==> config.mk <==
export PLATFORM = sky130hd
export DESIGN_NAME = pc_write_control_flat
export DESIGN_NICKNAME = d
export VERILOG_FILES = /design/src/rtl/pc_write_control_if.sv /design/src/rtl/pc_write_control.sv /design/src/flat_wrapper.sv
export SDC_FILE = /design/constraint.sdc
export NUM_CORES = 1
export LEC_CHECK = 0
export CAP_MARGIN = 40
export CORE_MARGIN = 4
export CORE_UTILIZATION = 35
export DETAILED_ROUTE_END_ITERATION = 12
export HOLD_SLACK_MARGIN = 0.15
export MAX_ROUTING_LAYER = met4
export PLACE_DENSITY = 0.84
export SYNTH_ARGS = -nofsm -noshare
export SYNTH_HDL_FRONTEND = slang
export SYNTH_SLANG_ARGS = --single-unit
==> constraint.sdc <==
create_clock -name clk -period 2.1 [get_ports clk]
set_input_delay 0.21 -clock clk [delete_from_list [all_inputs] [get_ports clk]]
set_output_delay 0.21 -clock clk [all_outputs]
set_load 0.05 [all_outputs]
==> src/rtl/pc_write_control_if.sv <==
// Bus bundle between the control FSM/ALU side and the program-counter unit.
interface pc_write_control_if #(
    parameter int unsigned WIDTH     = 32,
    parameter int unsigned CNT_WIDTH = 32
);
    logic                 PCWrite;
    logic                 PCWriteCond;
    logic [2:0]           BranchType;
    logic                 Zero;
    logic                 Negative;
    logic [1:0]           PCSource;
    logic [WIDTH-1:0]     AluResult;
    logic [WIDTH-1:0]     AluOut;
    logic [WIDTH-1:0]     RegTarget;
    logic [25:0]          JumpIndex;
    logic                 Stall;
    logic                 Exception;
    logic [WIDTH-1:0]     PC;
    logic [WIDTH-1:0]     EPC;
    logic                 selPC;
    logic                 AddrErr;
    logic [CNT_WIDTH-1:0] BranchCount;
    logic [CNT_WIDTH-1:0] TakenCount;

    modport master (
        output PCWrite, PCWriteCond, BranchType, Zero, Negative, PCSource,
               AluResult, AluOut, RegTarget, JumpIndex, Stall, Exception,
        input  PC, EPC, selPC, AddrErr, BranchCount, TakenCount
    );

    modport slave (
        input  PCWrite, PCWriteCond, BranchType, Zero, Negative, PCSource,
               AluResult, AluOut, RegTarget, JumpIndex, Stall, Exception,
        output PC, EPC, selPC, AddrErr, BranchCount, TakenCount
    );
endinterface

==> src/rtl/pc_write_control.sv <==
// Multicycle MIPS PC unit: branch decode, next-PC mux, stall, exception/EPC redirect.
// Optional saturating branch counters enabled by defining PC_PERF_COUNTERS_EN.
module pc_write_control #(
    parameter int unsigned      WIDTH        = 32,
    parameter logic [WIDTH-1:0] RESET_VECTOR = '0,
    parameter logic [WIDTH-1:0] EXC_VECTOR   = WIDTH'(32'h0000_0180),
    parameter int unsigned      CNT_WIDTH    = 32
) (
    input logic               clk,
    input logic               reset,
    pc_write_control_if.slave bus
);
    typedef enum logic {RUN, FLUSH} state_e;

    state_e           state_q;
    logic [WIDTH-1:0] pc_q;
    logic [WIDTH-1:0] epc_q;
    logic             addr_err_q;

    logic             cond_c;
    logic             req_c;
    logic             aligned_c;
    logic             sel_pc_c;
    logic             trap_c;
    logic [WIDTH-1:0] next_pc_c;

    // Branch decode, next-PC select and write qualification
    always_comb begin
        cond_c    = 1'b0;
        next_pc_c = bus.AluResult;
        case (bus.BranchType)
            3'b000:  cond_c = bus.Zero;
            3'b001:  cond_c = !bus.Zero;
            3'b010:  cond_c = bus.Zero | bus.Negative;
            3'b011:  cond_c = !bus.Zero & !bus.Negative;
            3'b100:  cond_c = bus.Negative;
            3'b101:  cond_c = !bus.Negative;
            default: cond_c = 1'b0;
        endcase
        case (bus.PCSource)
            2'b00:   next_pc_c = bus.AluResult;
            2'b01:   next_pc_c = bus.AluOut;
            2'b10:   next_pc_c = {pc_q[WIDTH-1:28], bus.JumpIndex, 2'b00};
            default: next_pc_c = bus.RegTarget;
        endcase
        aligned_c = (next_pc_c[1:0] == 2'b00);
        req_c     = (bus.PCWriteCond & cond_c) | bus.PCWrite;
        sel_pc_c  = (state_q == RUN) & req_c & !bus.Stall & !bus.Exception & aligned_c;
        trap_c    = (state_q == RUN) & req_c & !bus.Stall & !bus.Exception & !aligned_c;
    end

    always_ff @(posedge clk) begin
        if (reset) begin
            state_q    <= RUN;
            pc_q       <= RESET_VECTOR;
            epc_q      <= '0;
            addr_err_q <= 1'b0;
        end else begin
            case (state_q)
                RUN: begin
                    addr_err_q <= 1'b0;
                    if (bus.Exception || trap_c) begin
                        pc_q       <= EXC_VECTOR;
                        epc_q      <= pc_q;
                        addr_err_q <= trap_c;
                        state_q    <= FLUSH;
                    end else if (sel_pc_c) begin
                        pc_q <= next_pc_c;
                    end
                end
                default: begin
                    // One dead cycle after a redirect; nothing is sampled here
                    addr_err_q <= 1'b0;
                    state_q    <= RUN;
                end
            endcase
        end
    end

`ifdef PC_PERF_COUNTERS_EN
    logic [CNT_WIDTH-1:0] branch_cnt_q;
    logic [CNT_WIDTH-1:0] taken_cnt_q;
    logic                 branch_ev_c;

    assign branch_ev_c = (state_q == RUN) & bus.PCWriteCond & !bus.Stall & !bus.Exception;

    // Saturating counters: stick at all-ones
    always_ff @(posedge clk) begin
        if (reset) begin
            branch_cnt_q <= '0;
            taken_cnt_q  <= '0;
        end else if (branch_ev_c) begin
            if (branch_cnt_q != '1)
                branch_cnt_q <= branch_cnt_q + CNT_WIDTH'(1);
            if (cond_c && aligned_c && taken_cnt_q != '1)
                taken_cnt_q <= taken_cnt_q + CNT_WIDTH'(1);
        end
    end

    assign bus.BranchCount = branch_cnt_q;
    assign bus.TakenCount  = taken_cnt_q;
`else
    assign bus.BranchCount = '0;
    assign bus.TakenCount  = '0;
`endif

    assign bus.PC      = pc_q;
    assign bus.EPC     = epc_q;
    assign bus.AddrErr = addr_err_q;
    assign bus.selPC   = sel_pc_c;
endmodule
==> src/flat_wrapper.sv <==
// flat-port wrapper written by rule: the top's interface ports become plain ports
module pc_write_control_flat 
#(
    parameter int unsigned      WIDTH        = 32,
    parameter logic [WIDTH-1:0] RESET_VECTOR = '0,
    parameter logic [WIDTH-1:0] EXC_VECTOR   = WIDTH'(32'h0000_0180),
    parameter int unsigned      CNT_WIDTH    = 32
)
  (clk, reset, bus_PCWrite, bus_PCWriteCond, bus_BranchType, bus_Zero, bus_Negative, bus_PCSource, bus_AluResult, bus_AluOut, bus_RegTarget, bus_JumpIndex, bus_Stall, bus_Exception, bus_PC, bus_EPC, bus_selPC, bus_AddrErr, bus_BranchCount, bus_TakenCount);
  pc_write_control_if #(.WIDTH(WIDTH), .CNT_WIDTH(CNT_WIDTH)) bus_i ();
  input logic clk;
  input logic reset;
  input wire logic [$bits(bus_i.PCWrite)-1:0] bus_PCWrite;
  input wire logic [$bits(bus_i.PCWriteCond)-1:0] bus_PCWriteCond;
  input wire logic [$bits(bus_i.BranchType)-1:0] bus_BranchType;
  input wire logic [$bits(bus_i.Zero)-1:0] bus_Zero;
  input wire logic [$bits(bus_i.Negative)-1:0] bus_Negative;
  input wire logic [$bits(bus_i.PCSource)-1:0] bus_PCSource;
  input wire logic [$bits(bus_i.AluResult)-1:0] bus_AluResult;
  input wire logic [$bits(bus_i.AluOut)-1:0] bus_AluOut;
  input wire logic [$bits(bus_i.RegTarget)-1:0] bus_RegTarget;
  input wire logic [$bits(bus_i.JumpIndex)-1:0] bus_JumpIndex;
  input wire logic [$bits(bus_i.Stall)-1:0] bus_Stall;
  input wire logic [$bits(bus_i.Exception)-1:0] bus_Exception;
  output wire logic [$bits(bus_i.PC)-1:0] bus_PC;
  output wire logic [$bits(bus_i.EPC)-1:0] bus_EPC;
  output wire logic [$bits(bus_i.selPC)-1:0] bus_selPC;
  output wire logic [$bits(bus_i.AddrErr)-1:0] bus_AddrErr;
  output wire logic [$bits(bus_i.BranchCount)-1:0] bus_BranchCount;
  output wire logic [$bits(bus_i.TakenCount)-1:0] bus_TakenCount;
  assign bus_i.PCWrite = bus_PCWrite;
  assign bus_i.PCWriteCond = bus_PCWriteCond;
  assign bus_i.BranchType = bus_BranchType;
  assign bus_i.Zero = bus_Zero;
  assign bus_i.Negative = bus_Negative;
  assign bus_i.PCSource = bus_PCSource;
  assign bus_i.AluResult = bus_AluResult;
  assign bus_i.AluOut = bus_AluOut;
  assign bus_i.RegTarget = bus_RegTarget;
  assign bus_i.JumpIndex = bus_JumpIndex;
  assign bus_i.Stall = bus_Stall;
  assign bus_i.Exception = bus_Exception;
  assign bus_PC = bus_i.PC;
  assign bus_EPC = bus_i.EPC;
  assign bus_selPC = bus_i.selPC;
  assign bus_AddrErr = bus_i.AddrErr;
  assign bus_BranchCount = bus_i.BranchCount;
  assign bus_TakenCount = bus_i.TakenCount;
  pc_write_control #(.WIDTH(WIDTH), .RESET_VECTOR(RESET_VECTOR), .EXC_VECTOR(EXC_VECTOR), .CNT_WIDTH(CNT_WIDTH)) u_core (.clk(clk), .reset(reset), .bus(bus_i));
endmodule
Yosys cells after proc, flatten, opt, wreduce, memory -nomap -nowiden:

Cells that the tools add are included.

* bits in registers: 66
* latch bits: 0
* bits in writable memories: 0
* ROM bits: 0
* input port bits: 135
* output and inout bits: 130
* word-level logic and storage cells: 44
* memories kept: 0

* $add $sub $neg: 0
* $mul: 0
* divide/modulo/power cells: 0
* magnitude comparators: 0
* eq/ne operators: 8
* shift-type cells: 0
* multiplexer cells: 5
* bitwise gates (word level): 11
* reductions and logical operators: 15

Operators by type and width (count)
* case mux 32 bit (3 select lines): 1
* 2-to-1 mux 32 bit: 2
* AND 1 bit: 7
* equality test 3 x 2 -> 1 bit (second input constant): 2
* equality test 3 bit (second input constant): 2
* case mux 1 bit (6 select lines): 1
* logical NOT 1 bit: 5
* logical NOT 2 bit: 2
* AND reduction 2 bit: 2
* equality test 3 x 1 -> 1 bit (second input constant): 1
* logical NOT 3 bit: 1
* AND reduction 3 bit: 1
* OR reduction 3 bit: 1
* equality test 2 x 1 -> 1 bit (second input constant): 1
* equality test 2 bit (second input constant): 1
* != test 2 x 1 -> 1 bit (second input constant): 1
* inverter 1 bit: 2
* OR 1 bit: 2
* nonzero test 2 bit: 1
* OR reduction 2 bit: 1
* logical OR 1 bit: 1
* 2-to-1 mux 1 bit: 1

Logic depth before layout (Yosys ltp):

* depth in word-level cells: 12
* mapped depth: 8
* gate-level depth less buffers: 5

Least setup slack after synthesis:

No wires, ideal clock.

* kind: input to register
* from: input bus_PCSource[1]
* to: register u_core.epc_q[24] (netlist: u_core.bus.EPC[24])
* setup time: 72 ps
* arrival time: 1819 ps
* required time: 2028 ps
* slack: 209 ps
* cell stages on the path: 6
* buffers on the path: 2
* path through: clkbuf_1 > a221oi_4 > or4b_1 > a21oi_1 > buf_4 > mux2i_1

* word-level cells in the longest chain between the ends: 7
* elaborated cells between the ends (all ways): 9
* those cells by class: eq/ne (2); mux (1); bitwise (1); reduce/logical (5)

RTL lines
* start, declared: RTL line flat_wrapper.sv:18 `input wire logic [$bits(bus_i.PCSource)-1:0] bus_PCSource;`
* equality test 2 bit (tied with other cells): RTL line pc_write_control.sv:40 `case (bus.PCSource)`
* case mux 32 bit (3 select lines) *: RTL line pc_write_control.sv:40
* logical NOT 2 bit *: RTL line pc_write_control.sv:46 `aligned_c = (next_pc_c[1:0] == 2'b00);`
* logical NOT 1 bit *: RTL line pc_write_control.sv:49 `trap_c = (state_q == RUN) & req_c & !bus.Stall & !bus.Exception & !aligned_c;`
* AND 1 bit *: RTL line pc_write_control.sv:49
* logical OR 1 bit *: RTL line pc_write_control.sv:62 `if (bus.Exception || trap_c) begin`
* AND reduction 2 bit (no source line) *
* end signal, assigned: RTL line pc_write_control.sv:64 `epc_q <= pc_q;`
* end, declared: RTL line pc_write_control.sv:17 `logic [WIDTH-1:0] epc_q;`

Every way passes the cells marked *; elsewhere a longest branch is shown, timed or not.
A chain may end at the register's enable or synchronous reset.

Final worst setup path:

* from: input bus_Negative
* to: output bus_selPC

* word-level cells in the longest chain between the ends: 9
* elaborated cells between the ends (all ways): 10
* those cells by class: mux (1); bitwise (8); reduce/logical (1)

RTL lines
* start, declared: RTL line flat_wrapper.sv:17 `input wire logic [$bits(bus_i.Negative)-1:0] bus_Negative;`
* logical NOT 1 bit: RTL line pc_write_control.sv:35, pc_write_control.sv:37
* AND 1 bit: RTL line pc_write_control.sv:35 `3'b011: cond_c = !bus.Zero & !bus.Negative;`
* case mux 1 bit (6 select lines) *: RTL line pc_write_control.sv:31 `case (bus.BranchType)`
* AND 1 bit *: RTL line pc_write_control.sv:47 `req_c = (bus.PCWriteCond & cond_c) | bus.PCWrite;`
* OR 1 bit *: RTL line pc_write_control.sv:47
* AND 1 bit * (4 in a row): RTL line pc_write_control.sv:48 `sel_pc_c = (state_q == RUN) & req_c & !bus.Stall & !bus.Exception & aligned_c;`
* end, declared: RTL line flat_wrapper.sv:27 `output wire logic [$bits(bus_i.selPC)-1:0] bus_selPC;`

Marked as above.

==> flow_summary.toml <==
[place]
numPortBuffers = 200
gp_congestion = 0.825
placed_cells = 712
dp.final_hpwl_microns = 9470
placed_area_sq_um = 5680

[timing]
setup_violations = 0
finClkSkew_ps = 9.82
finalCritPeriodShare = 0.994
worst_pin_slew_ps = 541
period_minus_slack_ps = 2090
tns_ps = 0
slew_headroom = 0.638
max_freq_ghz = 0.479
whs_ps = 459
hold_viol_final = 0
slew_violations = 0

[die]
ioPinCount = 265
fp.dieH_microns = 111
core_area_sq_um = 10300
fp-row-count = 37
die_area_sq_um = 12300
start_util = 0.359
chipWidth_microns = 111

[grt]
antenna_found_initial = 0
grt_pass1_wl_microns = 18000
overflow = 0
grt_max_degree = 68
grt_pass1_vias = 3601
grtUsageTotal = 0.186

[min_path]
hold_class = "in2reg"

[final_layout]
fillers = 911
layout_common_cells = "clkdlybuf4s50_1, nand2_1, dfxtp_1, conb_1, mux2i_1"
design_area_sq_um = 5890
layout-drive-gt1-share = 0.132
final_common_cell = "clkdlybuf4s50_1"
nNetsFinal = 723
area_growth_pct = 58.8
diodes = 0
fin_cells = 726
postLayoutCoreUtil = 0.571

[logic_synthesis]
synthTopCellsByArea = "dfxtp_1, mux4_2, buf_4"
synth_ff_type = "dfxtp_1"
synth_cell_type_count = 35
yosysTopAreaCellShare = 0.356
synth_top_cell_by_area = "dfxtp_1"
synth_warnings = 0
avgSynthCellArea_sq_um = 9.69
postSynthCellCount = 383
ys_seq_area_frac = 0.356
ys_seq_elements = 66
synthesis.area_sq_um = 3710
async_reset_ff_frac = 0
synth_edf_count = 0

[pwr]
p_leak_nw = 2.33
p_per_area_nw_per_um2 = 538
ir_drop_v = 0.000224

[clocking]
path_clk_slew_ps = 70
cts_buffers = 9
htree_levels = 3
clock_sinks = 66
worst_skew_pair.late_latency_ps = 330
cts_tree = "yes"
cts_max_path_buffers = 2
root_buffer = "clkbuf_8"

[route]
vias = 3450
drt_wl_total_microns = 11700
postRouteAntennaNets = 0
dr.first_iter.drc_count = 160
firstDrtPassIters = 5
drc = 0
wl_per_cell_microns = 16.1
viasPerCell = 4.75

[setup_path]
cp.arrival_ps = 1880
startpoint_type = "primary input"
cpMostUsedCell = "o31ai_2"
max_stage_delay_ps = 500
cp_top_family = "buffers and inverters"
crit_fanout = 7
end_kind = "primary output"
critPathBufInv = 4
cp.required_ps = 1890
crit_type = "in2out"
path_cells = "clkdlybuf4s50_1 -> o31ai_2 -> a21oi_2 -> o31ai_2 -> nand2_1 -> buf_4 -> inv_2 -> buf_6"
slowest_stage = "clkdlybuf4s50_1"

[job]
maxCapViolCount = 0

[run_status]
outcome = "finished, final reports clean"
-- per-layer routing --
metal,up-vias,GRT usage,share of wire
met5,-,-,0
li1,1629,-,-
met4,0,0.0567,0.018
met3,17,0.0480,0.087
met1,1623,0.191,0.36
met2,181,0.346,0.54
-- power by group --
group	leakage, nW	total (mW)	internal [mW]	switching, mW
registers	0.533	1.29	1.27	0.0156
logic	1.72	1.03	0.447	0.584
clock network	0.0766	0.851	0.402	0.449
total	2.33	3.17	2.12	1.05
-- cell usage after synthesis (4+ instances only) --
cell,number
buf_4,65
nand3_1,4
a22o_1,4
mux2i_1,37
dfxtp_1,66
o21ai_0,4
inv_1,5
nand2_1,91
clkbuf_1,17
o22ai_1,24
mux4_2,26
buf_6,4
-- layout make-up --
class                           instances  area (sq um)  share of cell area
Inverter                                7          26.3             0.00446
Multi-Input combinational cell        283          2040               0.346
Sequential cell                        66          1320               0.224
Clock buffer                            9           124              0.0210
Tap cell                              136           170              0.0289
Clock inverter                          4          22.5             0.00382
Timing Repair Buffer                  221          2190               0.372
-- path summary, 6_finish.rpt --
path	start	endpoint	slack [ps]	depth (start not counted)
hold / removal	bus_PCSource[1]	u_core.bus.AddrErr	460	4
setup reg to reg	u_core.state_q	u_core.bus.EPC[2]	160	6
setup / recovery	bus_Negative	bus_selPC	10	8
hold reg to reg	u_core.bus.EPC[10]	u_core.bus.EPC[10]	460	2
-- worst reg2reg max path: stages, from the launching register on --
cell and delay, ps:
dfxtp_1 390, nor2_1 220, nand2_1 100, or4b_1 580, a21o_1 220, buf_12 180, mux2i_1 130
-- sequential cells by signal, indices dropped and copies added, names as in the netlist --
register and cells:
u_core.bus.AddrErr 1, u_core.bus.EPC 32, u_core.bus.PC 32, u_core.state_q 1
-- cell families (layout without fill, tap and decap cells) --
logic type,after synthesis,count (layout),share of synthesized area
AO/OA/AOI/OAI,46,46,0.0890
XOR/XNOR,1,1,0.00236
buffers and inverters,97,241,0.173
flip-flops,66,66,0.356
multiplexers,63,63,0.258
other,1,64,0.00101
AND/OR/NAND/NOR,109,109,0.121
-- per-stage QoR --
step                      power (mW)  setup slack (ps)
after floorplan                 2.03               209
after global placement          2.31              -176
after detailed placement        2.33              -267
after CTS                       3.20              2.81
after global routing            3.31             -24.5
final                           3.17              12.1
-- repair_timing --
item | CTS | global route
pin swaps | 1 | 3
endpoints found under the setup margin | 1 | 43
hold buffers | 0 | 0
hold endpoints to repair | 0 | 0
setup buffers | 0 | 1
resized for setup | 4 | 8
Note: power is estimated with default switching activity, not from simulation.
